--- config.mk ---
export PLATFORM = sky130hd
export DESIGN_NAME = ysyx_23060184_clint_slave
export DESIGN_NICKNAME = d
export VERILOG_FILES = /design/src/rtl/ysyx_23060184_clint_pkg.sv /design/src/rtl/ysyx_23060184_clint_timer.sv /design/src/rtl/ysyx_23060184_clint_slave.sv
export SDC_FILE = /design/constraint.sdc
export NUM_CORES = 1
export LEC_CHECK = 0
export BUFFER_PORTS_ARGS = -buffer_cell sky130_fd_sc_hd__buf_2
export CORE_UTILIZATION = 55
export DETAILED_ROUTE_END_ITERATION = 16
export GPL_TIMING_DRIVEN = 0
export PLACE_DENSITY = 0.76
export SLEW_MARGIN = 20
export SYNTH_ARGS = -nofsm -noshare
export SYNTH_HDL_FRONTEND = slang
export SYNTH_SLANG_ARGS = --single-unit
--- constraint.sdc ---
create_clock -name clk -period 7.4 [get_ports clk]
set_input_delay 0.37 -clock clk [delete_from_list [all_inputs] [get_ports clk]]
set_output_delay 0.37 -clock clk [all_outputs]
set_load 0.02 [all_outputs]
--- src/rtl/ysyx_23060184_clint_pkg.sv ---
// ysyx_23060184_clint_pkg: CLINT register offsets, AXI response codes, FSM encodings and helper functions
package ysyx_23060184_clint_pkg;
  localparam int DATA_WIDTH = 32;
  localparam logic [15:0] CLINT_MSIP_OFF = 16'h0000;
  localparam logic [15:0] CLINT_MTIMECMP_OFF = 16'h4000;
  localparam logic [15:0] CLINT_MTIME_OFF = 16'hBFF8;
  localparam logic [1:0] AXI_RESP_OKAY = 2'b00;
  localparam logic [1:0] AXI_RESP_SLVERR = 2'b10;
  localparam logic R_IDLE = 1'b0;
  localparam logic R_RESP = 1'b1;
  localparam logic W_IDLE = 1'b0;
  localparam logic W_RESP = 1'b1;
  function automatic logic [31:0] merge(input logic [31:0] old, input logic [31:0] d, input logic [3:0] strb);
    logic [31:0] r;
    for (int i = 0; i < 4; i++) r[8*i+:8] = strb[i] ? d[8*i+:8] : old[8*i+:8];
    return r;
  endfunction
  function automatic logic off_ok(input logic [15:0] off);
    return off == CLINT_MSIP_OFF || off == CLINT_MTIMECMP_OFF || off == CLINT_MTIMECMP_OFF + 16'd4 ||
           off == CLINT_MTIME_OFF || off == CLINT_MTIME_OFF + 16'd4;
  endfunction
endpackage

--- src/rtl/ysyx_23060184_clint_timer.sv ---
// ysyx_23060184_clint_timer: prescaled 64-bit mtime, mtimecmp and registered mtip; we = {cmp_hi, cmp_lo, mtime_hi, mtime_lo} byte-masked writes
module ysyx_23060184_clint_timer #(
  parameter int TICK_DIV = 1
) (
  input  logic        clk,
  input  logic        rstn,
  input  logic [3:0]  we,
  input  logic [31:0] wdata,
  input  logic [3:0]  wstrb,
  output logic [63:0] mtime,
  output logic [63:0] mtimecmp,
  output logic        mtip
);
  import ysyx_23060184_clint_pkg::*;
  logic [31:0] cnt;
  logic tick;
  logic [63:0] mtime_n, cmp_n;
  assign tick = cnt == 32'(TICK_DIV - 1);
  always_comb begin
    mtime_n = we[0] ? {mtime[63:32], merge(mtime[31:0], wdata, wstrb)} :
              we[1] ? {merge(mtime[63:32], wdata, wstrb), mtime[31:0]} :
              tick  ? mtime + 64'd1 : mtime;
    cmp_n = we[2] ? {mtimecmp[63:32], merge(mtimecmp[31:0], wdata, wstrb)} :
            we[3] ? {merge(mtimecmp[63:32], wdata, wstrb), mtimecmp[31:0]} : mtimecmp;
  end
  always_ff @(posedge clk or negedge rstn) begin
    if (!rstn) begin
      cnt <= '0;
      mtime <= '0;
      mtimecmp <= '1;
      mtip <= 1'b0;
    end else begin
      cnt <= tick ? '0 : cnt + 32'd1;
      mtime <= mtime_n;
      mtimecmp <= cmp_n;
      mtip <= mtime_n >= cmp_n;
    end
  end
endmodule

--- src/rtl/ysyx_23060184_clint_slave.sv ---
// ysyx_23060184_clint_slave: AXI4-Lite CLINT slave (AR/R, AW/W/B channels) driving mtip and msip
module ysyx_23060184_clint_slave #(
  parameter int DATA_WIDTH = 32,
  parameter int ADDR_WIDTH = 32,
  parameter int TICK_DIV = 1
) (
  input  logic                  clk,
  input  logic                  rstn,
  input  logic [ADDR_WIDTH-1:0] araddr,
  input  logic                  arvalid,
  output logic                  arready,
  output logic [DATA_WIDTH-1:0] rdata,
  output logic [1:0]            rresp,
  output logic                  rvalid,
  input  logic                  rready,
  input  logic [ADDR_WIDTH-1:0] awaddr,
  input  logic                  awvalid,
  output logic                  awready,
  input  logic [DATA_WIDTH-1:0] wdata,
  input  logic [3:0]            wstrb,
  input  logic                  wvalid,
  output logic                  wready,
  output logic [1:0]            bresp,
  output logic                  bvalid,
  input  logic                  bready,
  output logic                  mtip,
  output logic                  msip
);
  import ysyx_23060184_clint_pkg::*;
  logic r_state, w_state, aw_got, w_got, ar_fire, aw_fire, w_fire, commit;
  logic [15:0] roff, woff, awaddr_q;
  logic [31:0] wdata_q, wd, rd_val, shadow_hi;
  logic [3:0] wstrb_q, ws, we;
  logic [63:0] mtime, mtimecmp;
  logic unused_addr;
  assign unused_addr = ^{araddr[ADDR_WIDTH-1:16], awaddr[ADDR_WIDTH-1:16]};
  assign arready = r_state == R_IDLE;
  assign rvalid = r_state == R_RESP;
  assign awready = w_state == W_IDLE && !aw_got;
  assign wready = w_state == W_IDLE && !w_got;
  assign bvalid = w_state == W_RESP;
  assign ar_fire = arvalid && arready;
  assign aw_fire = awvalid && awready;
  assign w_fire = wvalid && wready;
  assign roff = araddr[15:0];
  // AW and W may arrive in either order; whichever came first is replayed from its capture register
  assign woff = aw_got ? awaddr_q : awaddr[15:0];
  assign wd = w_got ? wdata_q : wdata[31:0];
  assign ws = w_got ? wstrb_q : wstrb;
  assign commit = (aw_got || aw_fire) && (w_got || w_fire);
  assign we = {4{commit}} & {woff == CLINT_MTIMECMP_OFF + 16'd4, woff == CLINT_MTIMECMP_OFF,
                             woff == CLINT_MTIME_OFF + 16'd4, woff == CLINT_MTIME_OFF};
  // mtime hi returns the half captured by the last mtime lo read so a lo/hi pair is coherent
  always_comb
    rd_val = roff == CLINT_MSIP_OFF ? {31'd0, msip} :
             roff == CLINT_MTIMECMP_OFF ? mtimecmp[31:0] :
             roff == CLINT_MTIMECMP_OFF + 16'd4 ? mtimecmp[63:32] :
             roff == CLINT_MTIME_OFF ? mtime[31:0] :
             roff == CLINT_MTIME_OFF + 16'd4 ? shadow_hi : 32'd0;
  always_ff @(posedge clk or negedge rstn) begin
    if (!rstn) begin
      r_state <= R_IDLE;
      w_state <= W_IDLE;
      rdata <= '0;
      rresp <= AXI_RESP_OKAY;
      bresp <= AXI_RESP_OKAY;
      shadow_hi <= '0;
      aw_got <= 1'b0;
      w_got <= 1'b0;
      awaddr_q <= '0;
      wdata_q <= '0;
      wstrb_q <= '0;
      msip <= 1'b0;
    end else begin
      if (ar_fire) begin
        r_state <= R_RESP;
        rdata <= DATA_WIDTH'(rd_val);
        rresp <= off_ok(roff) ? AXI_RESP_OKAY : AXI_RESP_SLVERR;
        if (roff == CLINT_MTIME_OFF) shadow_hi <= mtime[63:32];
      end else if (rvalid && rready) r_state <= R_IDLE;
      aw_got <= !commit && (aw_got || aw_fire);
      w_got <= !commit && (w_got || w_fire);
      if (aw_fire) awaddr_q <= awaddr[15:0];
      if (w_fire) begin
        wdata_q <= wdata[31:0];
        wstrb_q <= wstrb;
      end
      if (commit) begin
        w_state <= W_RESP;
        bresp <= off_ok(woff) ? AXI_RESP_OKAY : AXI_RESP_SLVERR;
        if (woff == CLINT_MSIP_OFF && ws[0]) msip <= wd[0];
      end else if (bvalid && bready) w_state <= W_IDLE;
    end
  end
  ysyx_23060184_clint_timer #(.TICK_DIV(TICK_DIV)) u_timer (
    .clk(clk),
    .rstn(rstn),
    .we(we),
    .wdata(wd),
    .wstrb(ws),
    .mtime(mtime),
    .mtimecmp(mtimecmp),
    .mtip(mtip)
  );
endmodule
==> results of run 1 <==
-- cell usage after synthesis, types with 10 or more instances --
cell type | number | area (um2)
o21ai_0 | 67 | 335
a22o_1 | 28 | 245
a211oi_1 | 23 | 173
clkbuf_1 | 50 | 188
ha_1 | 67 | 838
nor2_1 | 101 | 379
inv_1 | 50 | 188
nor4_1 | 28 | 175
mux2_2 | 114 | 1280
nand3_1 | 66 | 330
and4_1 | 14 | 123
a21o_1 | 19 | 143
nand2_1 | 100 | 375
dfstp_2 | 64 | 1680
xnor2_1 | 27 | 236
a21oi_1 | 54 | 270
and3_1 | 17 | 106
o21a_1 | 27 | 203
o211ai_1 | 14 | 105
a22oi_1 | 10 | 75.1
mux4_2 | 27 | 608
nor3_1 | 35 | 175
nand4_1 | 65 | 407
buf_2 | 11 | 55.1
dfrtp_1 | 220 | 5510
mux2i_1 | 66 | 661
o221a_2 | 10 | 113
-- sequential cells by signal (all words and copies together) (netlist names), 4 cells and up --
name and cells:
wstrb_q 4, u_timer.mtimecmp 64, awaddr_q 16, u_timer.cnt 32, shadow_hi 32, rdata 32, wdata_q 32, u_timer.mtime 64
-- kinds of logic (layout without fill, tap and decap cells) --
kind of cell	after synthesis	in the layout
adders and majority gates	67	67
other	1	3
buffers and inverters	122	300
and+or+nand+nor	473	473
muxes	207	207
xor gates and xnor gates	35	35
AOI/OAI and AO/OA	328	328
DFF	284	284
-- critical path: cells and delay by family (launching register included) --
family | cells | cell delay [ns]
adders and majority gates | 1 | 0.33
buffers and inverters | 3 | 1.69
DFF | 1 | 0.56
AOI/OAI and AO/OA | 3 | 0.86
and+or+nand+nor | 9 | 3.08
-- how the worst max path moves through the flow --
stage / startpoint / to / depth (start not counted)
2_1_floorplan: u_timer.cnt[0] / u_timer.mtip / 17
3_3_place_gp: rstn / rresp[1] / 1
3_5_place_dp: u_timer.cnt[12] / u_timer.mtip / 15
4_1_cts: u_timer.cnt[12] / u_timer.mtip / 15
5_1_grt: u_timer.cnt[0] / u_timer.mtip / 17
6_report: u_timer.mtime[7] / u_timer.mtip / 16
-- metal layers --
metal | up-vias | track usage [%] | wire length (um)
li1 | 6095 | - | -
met1 | 6965 | 49.7 | 22500
met2 | 763 | 60.2 | 25900
met3 | 149 | 8.25 | 5540
met4 | 0 | 15.6 | 2570
met5 | - | 0 | 0
-- stage by stage --
step	instance area, um2	setup slack, ns	instances
after floorplan	16100	3.32	1518
after global placement	17200	0.826	2017
after detailed placement	17300	1.13	2021
after CTS	18300	1.04	2080
after global routing	18300	0.650	2080
final	18300	0.801	2081
-- cell type report --
class                           count  area (um2)
Tap cell                          384         480
Clock buffer                       45         908
Inverter                           50         188
Fill cell                        2334       10500
Multi-Input combinational cell   1112        8440
Buffer                             72         300
Sequential cell                   284        7190
Clock inverter                     11        83.8
Antenna cell                        1        2.50
Timing Repair Buffer              122         709
-- layout by cell type, fill, tap and decap left out, drive strengths merged, types with 54 or more instances in the layout --
cell type  count
o21ai         67
mux2i         66
nor2         104
clkbuf        95
nand4         65
a21oi         54
dfstp         64
ha            67
mux2         114
dfrtp        220
nand3         66
nand2        100
buf          141
-- where the power goes --
part	internal, W	total (W)	leakage (nW)	switching (W)
Sequential	0.00174	0.00187	3.48	0.000137
Clock	0.000879	0.00152	0.500	0.000643
Combinational	0.000365	0.000939	4.05	0.000575
Total	0.00298	0.00433	8.03	0.00135
==> out/metrics.cfg, run 1 <==
[setup_path]
cp_max_fo = 10
r2r-start = u_timer.mtime[7]
r2r_slack_ns = 0.80
end_kind = flip-flop
reg2reg_depth = 16
reg2reg_to = u_timer.mtip
slowest_delay_ns = 0.74
critical_path_class = reg -> reg
worstPathArrival_ns = 7.10
cp.required_ns = 7.90
cp_slowest_cell = nor4_1
worstPathCellList = and4_1 -> clkbuf_1 -> nand3_1 -> nor4_1 -> clkbuf_1 -> clkbuf_1 -> nand2_1 -> nand3_1 -> o211ai_1 -> ha_1 -> nand4_1 -> nor3_1 -> or4b_2 -> a311oi_1 -> o311ai_0 -> nand3_1
worst_setup_path_start_kind = flip-flop

[worst_hold_path]
holdPathStages = 2
holdCritStartpoint = wdata[17]
whs_endpoint = wdata_q[17]
hold_path.class = in -> reg

[logic_synthesis]
synth_edf_count = 0
ys_seq_elements = 284
yosysUniqueCellTypes = 72
synth_compound_area_share_pct = 14.3
synthArstFlopShare_pct = 100
synthAdderAreaFrac_pct = 5.21
synth_top_family_by_area = multiplexers
ys_warn_count = 0
synthFlopType = dfrtp_1
synth.avg_cell_area_um2 = 10.6
syn_area_um2 = 16100
yosysSeqAreaShare_pct = 44.7
synthXorXnorAreaFrac_pct = 1.90
muxShareOfSynthArea_pct = 15.9
synthSimpleGateAreaFrac_pct = 15.0
syn_inst = 1517

[pwr]
peakVddDrop_mv = 0.219
total_power_w = 0.00433
p_leak_nw = 8.03
p_per_area_nw_per_um2 = 237

[drt]
wl_um = 56500
drt_iter0_drc = 1467
drt_pass1_iterations = 6
drtAntennaViolNets = 0
drc = 0
routedWlPerCell_um = 27.1
num_vias = 13972
vias_per_cell = 6.71

[die]
rows = 62
pin_count = 150
die_h_um = 173
dieWidth_um = 173
start_util_pct = 55.9
core_area_um2 = 28800
dieArea_um2 = 30000

[clock_network]
clock-root-buffer = clkbuf_16
cts_tree = yes
insertion_delay_ns = 0.58
hold_buffers = 3
postCtsSetupBuffers = 0
clock-sinks = 284
cts.clk_slew.worst_paths_ns = 0.06
clockBufferDepth = 3
numCtsBuffers = 31
post_cts_resized = 0
cts-htree-levels = 1

[timing]
rsz0062_at_grt = false
setup_viol = 0
period_needed_ns = 6.60
max_freq_mhz = 152
worstMarginPinSlew_ns = 1.18
final.setup.tns_ns = 0
finalClockSkew_ns = 0.0155
slew_viol_final = 0
period_share_pct = 89.2
slew_headroom_pct = 21.6
whs_ns = 0.0348
hold_viol_final = 0

[finish]
area_growth_pct = 13.7
nNetsFinal = 1847
utilization_pct = 63.6
drive_gt1_share_pct = 24.5

[grt]
grt_pass1_wl_um = 85000
overflow = 0
antenna_found_initial = 0
grt_pass1_vias = 13878
grt_max_degree = 90
groute.usage.overall_pct = 37.6

[placed_design]
io_buffers = 115
dp_hpwl_um = 41900
gp_congestion = 0.986

[status]
status = complete, no violations

[flow_run]
drv_cap = 0

Note: power is estimated with default switching activity, not from simulation.
==> run 2, diff against run 1 <==
--- a/config.mk
+++ b/config.mk
@@ -13,4 +13,5 @@
 export SLEW_MARGIN = 20
 export SYNTH_ARGS = -nofsm -noshare
 export SYNTH_HDL_FRONTEND = slang
+export SYNTH_HIERARCHICAL = 1
 export SYNTH_SLANG_ARGS = --single-unit
==> run 2 against run 1 <==
Compared with the run above:
- critical path depth increased by 1
- non-clock buffer count is 4 higher
- global-route usage is 5.7 points lower
- register-to-register slack gained 0.45 ns
- worst setup slack better by 0.45 ns
- largest cell class unchanged
- largest power group unchanged
==> out/metrics.cfg, run 2 <==
[drt]
vias_per_cell = 6.24
drt_iter0_drc = 1167
routedWlPerCell_um = 22.7
drtAntennaViolNets = 0
drt_pass1_iterations = 5
drc = 0
num_vias = 13558
wl_um = 49200

[setup_path]
cp_num_buf_inv = 4
startpoint = aw_got
cp_common_cell = clkbuf_1
reg2reg_to = u_timer/mtip
cp_max_fo = 10
r2r-start = aw_got
crit_path_end = u_timer/mtip
worstPathCellList = buf_6 -> or3_1 -> o22a_1 -> o21bai_1 -> nor3_1 -> clkbuf_1 -> clkbuf_1 -> clkbuf_1 -> a22oi_1 -> o21ai_1 -> ha_1 -> a211oi_1 -> o21ai_0 -> a2111oi_0 -> o21ai_0 -> a211oi_1 -> o211ai_1
end_kind = flip-flop
r2r_slack_ns = 1.25
critical_path.top_delay_family = compound AO/OA/AOI/OAI gates
reg2reg_depth = 17
slowest_delay_ns = 0.85
cp_slowest_cell = nor3_1
cp.depth = 17
worstPathArrival_ns = 6.49
critical_path_class = reg -> reg
worst_setup_path_start_kind = flip-flop
cp.required_ns = 7.75

[placed_design]
io_buffers = 114
placed_cells = 2111
dp_hpwl_um = 36000
gp_congestion = 0.971

[finish]
fillers = 2498
area_growth_pct = 13.1
most-common-layout-cells = 220 x dfrtp_1, 206 x mux2_2, 128 x buf_2
regArea_um2 = 7190
nNetsFinal = 1932
multiInputGateArea_um2 = 9030
diodes = 0
top_regs = u_timer/mtime (64), u_timer/mtimecmp (64)
drive_gt1_share_pct = 31.0
final_common_cell = dfrtp_1
finalNonFillerCells = 2173

[logic_synthesis]
synth.avg_cell_area_um2 = 10.6
synthAdderAreaFrac_pct = 4.95
synthSimpleGateAreaFrac_pct = 15.6
syn_inst = 1604
yosysSeqAreaShare_pct = 42.4
ys_seq_elements = 284
yosysUniqueCellTypes = 85
ys_warn_count = 6
synthXorXnorAreaFrac_pct = 3.10
synthArstFlopShare_pct = 100
yosys.area.top_type = dfrtp_1
synth_compound_area_share_pct = 13.7
syn_area_um2 = 17000
synth.area.top_cells = dfrtp_1 32%, mux2_2 14%, dfstp_2 9.9%
muxShareOfSynthArea_pct = 15.9
synthFlopType = dfrtp_1
synth.most_common_cell = dfrtp_1
synth_top_area_share_pct = 32.5
synth_top_family_by_area = multiplexers
synth_common_cells = 220 x dfrtp_1, 206 x mux2_2, 102 x nand2_1
synth_edf_count = 0

[pwr]
clkPwrFrac_pct = 35.5
power_switching_w = 0.00140
peakVddDrop_mv = 0.203
swShare_pct = 30.8
power.internal_w = 0.00315
seqPwrFrac_pct = 41.4
total_power_w = 0.00456
p_per_area_nw_per_um2 = 238
p_comb_share_pct = 23.1
p_leak_nw = 8.39

[die]
core_area_um2 = 30000
pin_count = 150
dieWidth_um = 178
start_util_pct = 56.6
die_h_um = 178
rows = 63
dieArea_um2 = 31500

[grt]
grt_pass1_wl_um = 77000
grt_max_degree = 101
groute.usage.overall_pct = 31.9
grt_pass1_vias = 13729
overflow = 0
antenna_found_initial = 1

[timing]
slew_viol_final = 0
finalClockSkew_ns = 0.0143
setup_viol = 0
max_freq_mhz = 163
hold_viol_final = 0
worstMarginPinSlew_ns = 1.23
period_share_pct = 83.1
rsz0062_at_grt = false
final.setup.tns_ns = 0
slew_headroom_pct = 17.0
period_needed_ns = 6.15

[clock_network]
cts.clk_slew.worst_paths_ns = 0.06
cts_tree = yes
post_cts_resized = 0
numCtsBuffers = 34
clockBufferDepth = 3
postCtsSetupBuffers = 0
cts-htree-levels = 2
clock-root-buffer = clkbuf_16
clock-sinks = 284
insertion_delay_ns = 0.51

[status]
status = complete, no violations

[flow_run]
drv_cap = 0

[worst_hold_path]
hold_path.class = in -> reg

run 2: stage by stage:
stage	hold WS [ns]	instance area, um2	worst slack [ns]	util [%]
final	0.0418	19200	1.25	64.0
after global routing	0.0513	19200	0.963	64.0
after CTS	0.0327	19200	1.49	64.0
after detailed placement	0.438	18100	1.53	60.4
after global placement	0.468	18000	0.739	60.1
after floorplan	0.0744	17000	3.32	-
run 2: cell type report:
class                           instances  area share, %
Multi-Input combinational cell       1145           47.1
Sequential cell                       284           37.5
Clock buffer                           49           5.10
Timing Repair Buffer                  117           3.37
Tap cell                              390           2.55
Buffer                                 81           2.02
Inverter                               95           1.86
Clock inverter                         12          0.503
run 2: worst min path at each step:
stage,startpoint,endpoint,slack (ns),cells after the start
finish,bready,bvalid,0.04,2
global route,rready,rvalid,0.05,2
CTS,bready,bvalid,0.03,2
detailed placement,rstn,u_timer/cnt[16],0.44,1
global placement,shadow_hi[28],shadow_hi[28],0.47,1
floorplan,rstn,aw_got,0.07,0
run 2: logic make-up after synthesis:
family,after synthesis
other cells,1
buf+inv,176
simple gates,439
flops,284
mux,242
fa+ha+maj,67
compound gates,335
xor+xnor,60
run 2: metal layers:
layer | track usage [%] | routed length (um) | up-vias
li1 | - | - | 6155
met5 | 0 | 15 | -
met2 | 52.1 | 22700 | 541
met1 | 42.0 | 21200 | 6741
met3 | 6.32 | 3640 | 119
met4 | 11.9 | 1720 | 2
run 2: what timing repair did:
item | 4_1_cts | 5_1_grt
hold endpoints to repair | 73 | 0
hold buffers | 1 | 0
setup endpoints to repair | 0 | 0
run 2: power groups by stage:
stage | combinational (W) | clock [W] | sequential, W
CTS | 0.00105 | 0.00164 | 0.00188
global placement | 0.00102 | 0 | 0.00189
global route | 0.00114 | 0.00170 | 0.00191
floorplan | 0.000663 | 0 | 0.00192
detailed placement | 0.00104 | 0 | 0.00191
finish | 0.00105 | 0.00162 | 0.00189
==> run 3, diff against run 2 <==
--- a/config.mk
+++ b/config.mk
@@ -9,7 +9,7 @@
 export CORE_UTILIZATION = 55
 export DETAILED_ROUTE_END_ITERATION = 16
 export GPL_TIMING_DRIVEN = 0
-export PLACE_DENSITY = 0.76
+export PLACE_DENSITY = 0.78
 export SLEW_MARGIN = 20
 export SYNTH_ARGS = -nofsm -noshare
 export SYNTH_HDL_FRONTEND = slang
==> constraint.sdc (replaced) <==
create_clock -name clk -period 5.48 [get_ports clk]
set_input_delay 0.274 -clock clk [delete_from_list [all_inputs] [get_ports clk]]
set_output_delay 0.274 -clock clk [all_outputs]
set_load 0.02 [all_outputs]
==> run 3 against run 2 <==
Compared with the run above:
- maximum frequency increased by 14%
- non-clock buffer count up 16
- clock skew rose by 0.011 ns
- cell count up 0.78%
- power increased by 39%
- highest routed layer is now met4
- largest cell class unchanged
==> out/metrics.cfg, run 3 (same netlist as run 2, synthesis figures left out) <==
[setup_path]
cp.required_ns = 5.90
cp_slowest_cell = or4_1
worstPathCellList = buf_6 -> or3_1 -> o22a_1 -> o21bai_1 -> nor2_2 -> clkinv_2 -> clkbuf_1 -> clkbuf_2 -> a211oi_1 -> a21oi_1 -> ha_1 -> and4_1 -> nand2_1 -> or4_1 -> nand4_1 -> a31oi_1 -> o211ai_1
end_kind = flip-flop
slowest_delay_ns = 0.58
worst_setup_path_start_kind = flip-flop
cp_num_buf_inv = 4
worstPathArrival_ns = 5.79
critical_path_class = reg -> reg
critical_path.top_delay_family = simple AND/OR/NAND/NOR gates
cp_max_fo = 10

[timing]
hold_viol_final = 0
period_share_pct = 98.1
max_freq_mhz = 186
slew_headroom_pct = 23.7
finalClockSkew_ns = 0.0250
rsz0062_at_grt = false
period_needed_ns = 5.37
whs_ns = 0.00614
layout_setup_ws_ns = 0.106
worstMarginPinSlew_ns = 1.14
slew_viol_final = 0
setup_viol = 0

[clock_network]
insertion_delay_ns = 0.53
cts_tree = yes
cts-htree-levels = 2
postCtsSetupBuffers = 0
clock-root-buffer = clkbuf_16
clockBufferDepth = 3
numCtsBuffers = 34
clock-sinks = 284
cts.clk_slew.worst_paths_ns = 0.06

[pwr]
clkPwrFrac_pct = 37.0
p_leak_nw = 8.54
seqPwrFrac_pct = 40.3
power.internal_w = 0.00439
peakVddDrop_mv = 0.231
p_per_area_nw_per_um2 = 325
swShare_pct = 30.4
p_comb_share_pct = 22.8
power_switching_w = 0.00192

[worst_hold_path]
hold_path.class = in -> reg

[drt]
routedWlPerCell_um = 22.6
drtAntennaViolNets = 0
drt_pass1_iterations = 7
drt_iter0_drc = 1454
drc = 0
num_vias = 13715
wl_um = 49500
vias_per_cell = 6.26

[placed_design]
dpl_cell_area_um2 = 18100
dp_hpwl_um = 35800
io_buffers = 114
preCtsSetupSlack_ns = -0.379
gp_congestion = 0.979
placed_cells = 2111

[status]
status = complete, no violations

[die]
dieWidth_um = 178
pin_count = 150
die_h_um = 178
dieArea_um2 = 31500
start_util_pct = 56.6
core_area_um2 = 30000
rows = 63

[grt]
grt_max_degree = 101
grt_pass1_wl_um = 77100
groute.usage.overall_pct = 31.9
grt_pass1_vias = 13777
antenna_found_initial = 0
overflow = 0

[flow_run]
drv_cap = 0

[finish]
drive_gt1_share_pct = 31.6
area_growth_pct = 14.7
top_regs = u_timer/mtime (64), u_timer/mtimecmp (64)
nNetsFinal = 1948
final_cell_area_um2 = 19400
diodes = 0
final_common_cell = dfrtp_1
most-common-layout-cells = 220 x dfrtp_1, 206 x mux2_2, 128 x buf_2
finalNonFillerCells = 2190

[run 3: cell types whose count changed in the layout (fill, tap and decap cells not counted), sizes merged]
cell	before	now
clkinvlp	3	4
dlygate4sd3	1	18
buf	142	141
bufinv	1	3
inv	95	94
clkbuf	104	106
clkinv	8	5
[run 3: per-stage QoR]
stage / TNS, ns / power (W) / util [%]
6_report: 0 / 0.00631 / 64.9
5_1_grt: 0 / 0.00656 / 64.9
2_1_floorplan: 0 / 0.00349 / -
4_1_cts: 0 / 0.00634 / 64.8
3_5_place_dp: -0.379 / 0.00398 / 60.4
3_3_place_gp: -230.57 / 0.00392 / 60.1
[run 3: worst register-to-register path, cell delays in order (launching register included)]
cell	delay, ns
dfrtp_1	0.39
buf_6	0.15
or3_1	0.42
o22a_1	0.26
o21bai_1	0.29
nor2_2	0.36
clkinv_2	0.29
clkbuf_1	0.36
clkbuf_2	0.43
a211oi_1	0.29
a21oi_1	0.11
ha_1	0.35
and4_1	0.28
nand2_1	0.10
or4_1	0.58
nand4_1	0.22
a31oi_1	0.15
o211ai_1	0.26
[run 3: worst paths after layout]
path	depth (start not counted)	start	slack, ns	end
setup reg to reg	17	aw_got	0.11	u_timer/mtip
setup / recovery	17	aw_got	0.11	u_timer/mtip
min in group asynchronous	2	rstn	0.37	u_timer/cnt[20]
hold reg to reg	1	shadow_hi[4]	0.49	shadow_hi[4]
max in group asynchronous	3	rstn	4.13	u_timer/mtimecmp[56]
hold / removal	2	wdata[4]	0.006	wdata_q[4]
[run 3: area by class of cell]
type                       count  area (um2)
timing repair buffer         134         816
buffer                        80         402
fill                        2400       10500
inverter                      95         358
tap                          390         488
multi-input combinational   1145        9040
sequential                   284        7190
clock buffer                  51        1010
clock inverter                11         140
[run 3: per-layer routing]
metal | share of wire (%) | up-vias | track usage (%)
li1 | - | 6210 | -
met1 | 42 | 6771 | 43.8
met5 | 0 | - | 0
met4 | 3.8 | 0 | 12.1
met2 | 45 | 597 | 50.7
met3 | 8.6 | 137 | 5.12
[run 3: what timing repair did]
item,in CTS,in global routing
hold buffers,18,0
hold endpoints to repair,90,0
endpoints found under the setup margin,1,1
gates resized for setup,9,20
[run 3: power groups by stage]
stage	clock [W]	sequential, W	combinational [W]
6_report	0.00233	0.00254	0.00144
5_1_grt	0.00244	0.00258	0.00154
4_1_cts	0.00237	0.00254	0.00143
3_5_place_dp	0	0.00258	0.00141
3_3_place_gp	0	0.00255	0.00137
2_1_floorplan	0	0.00260	0.000895
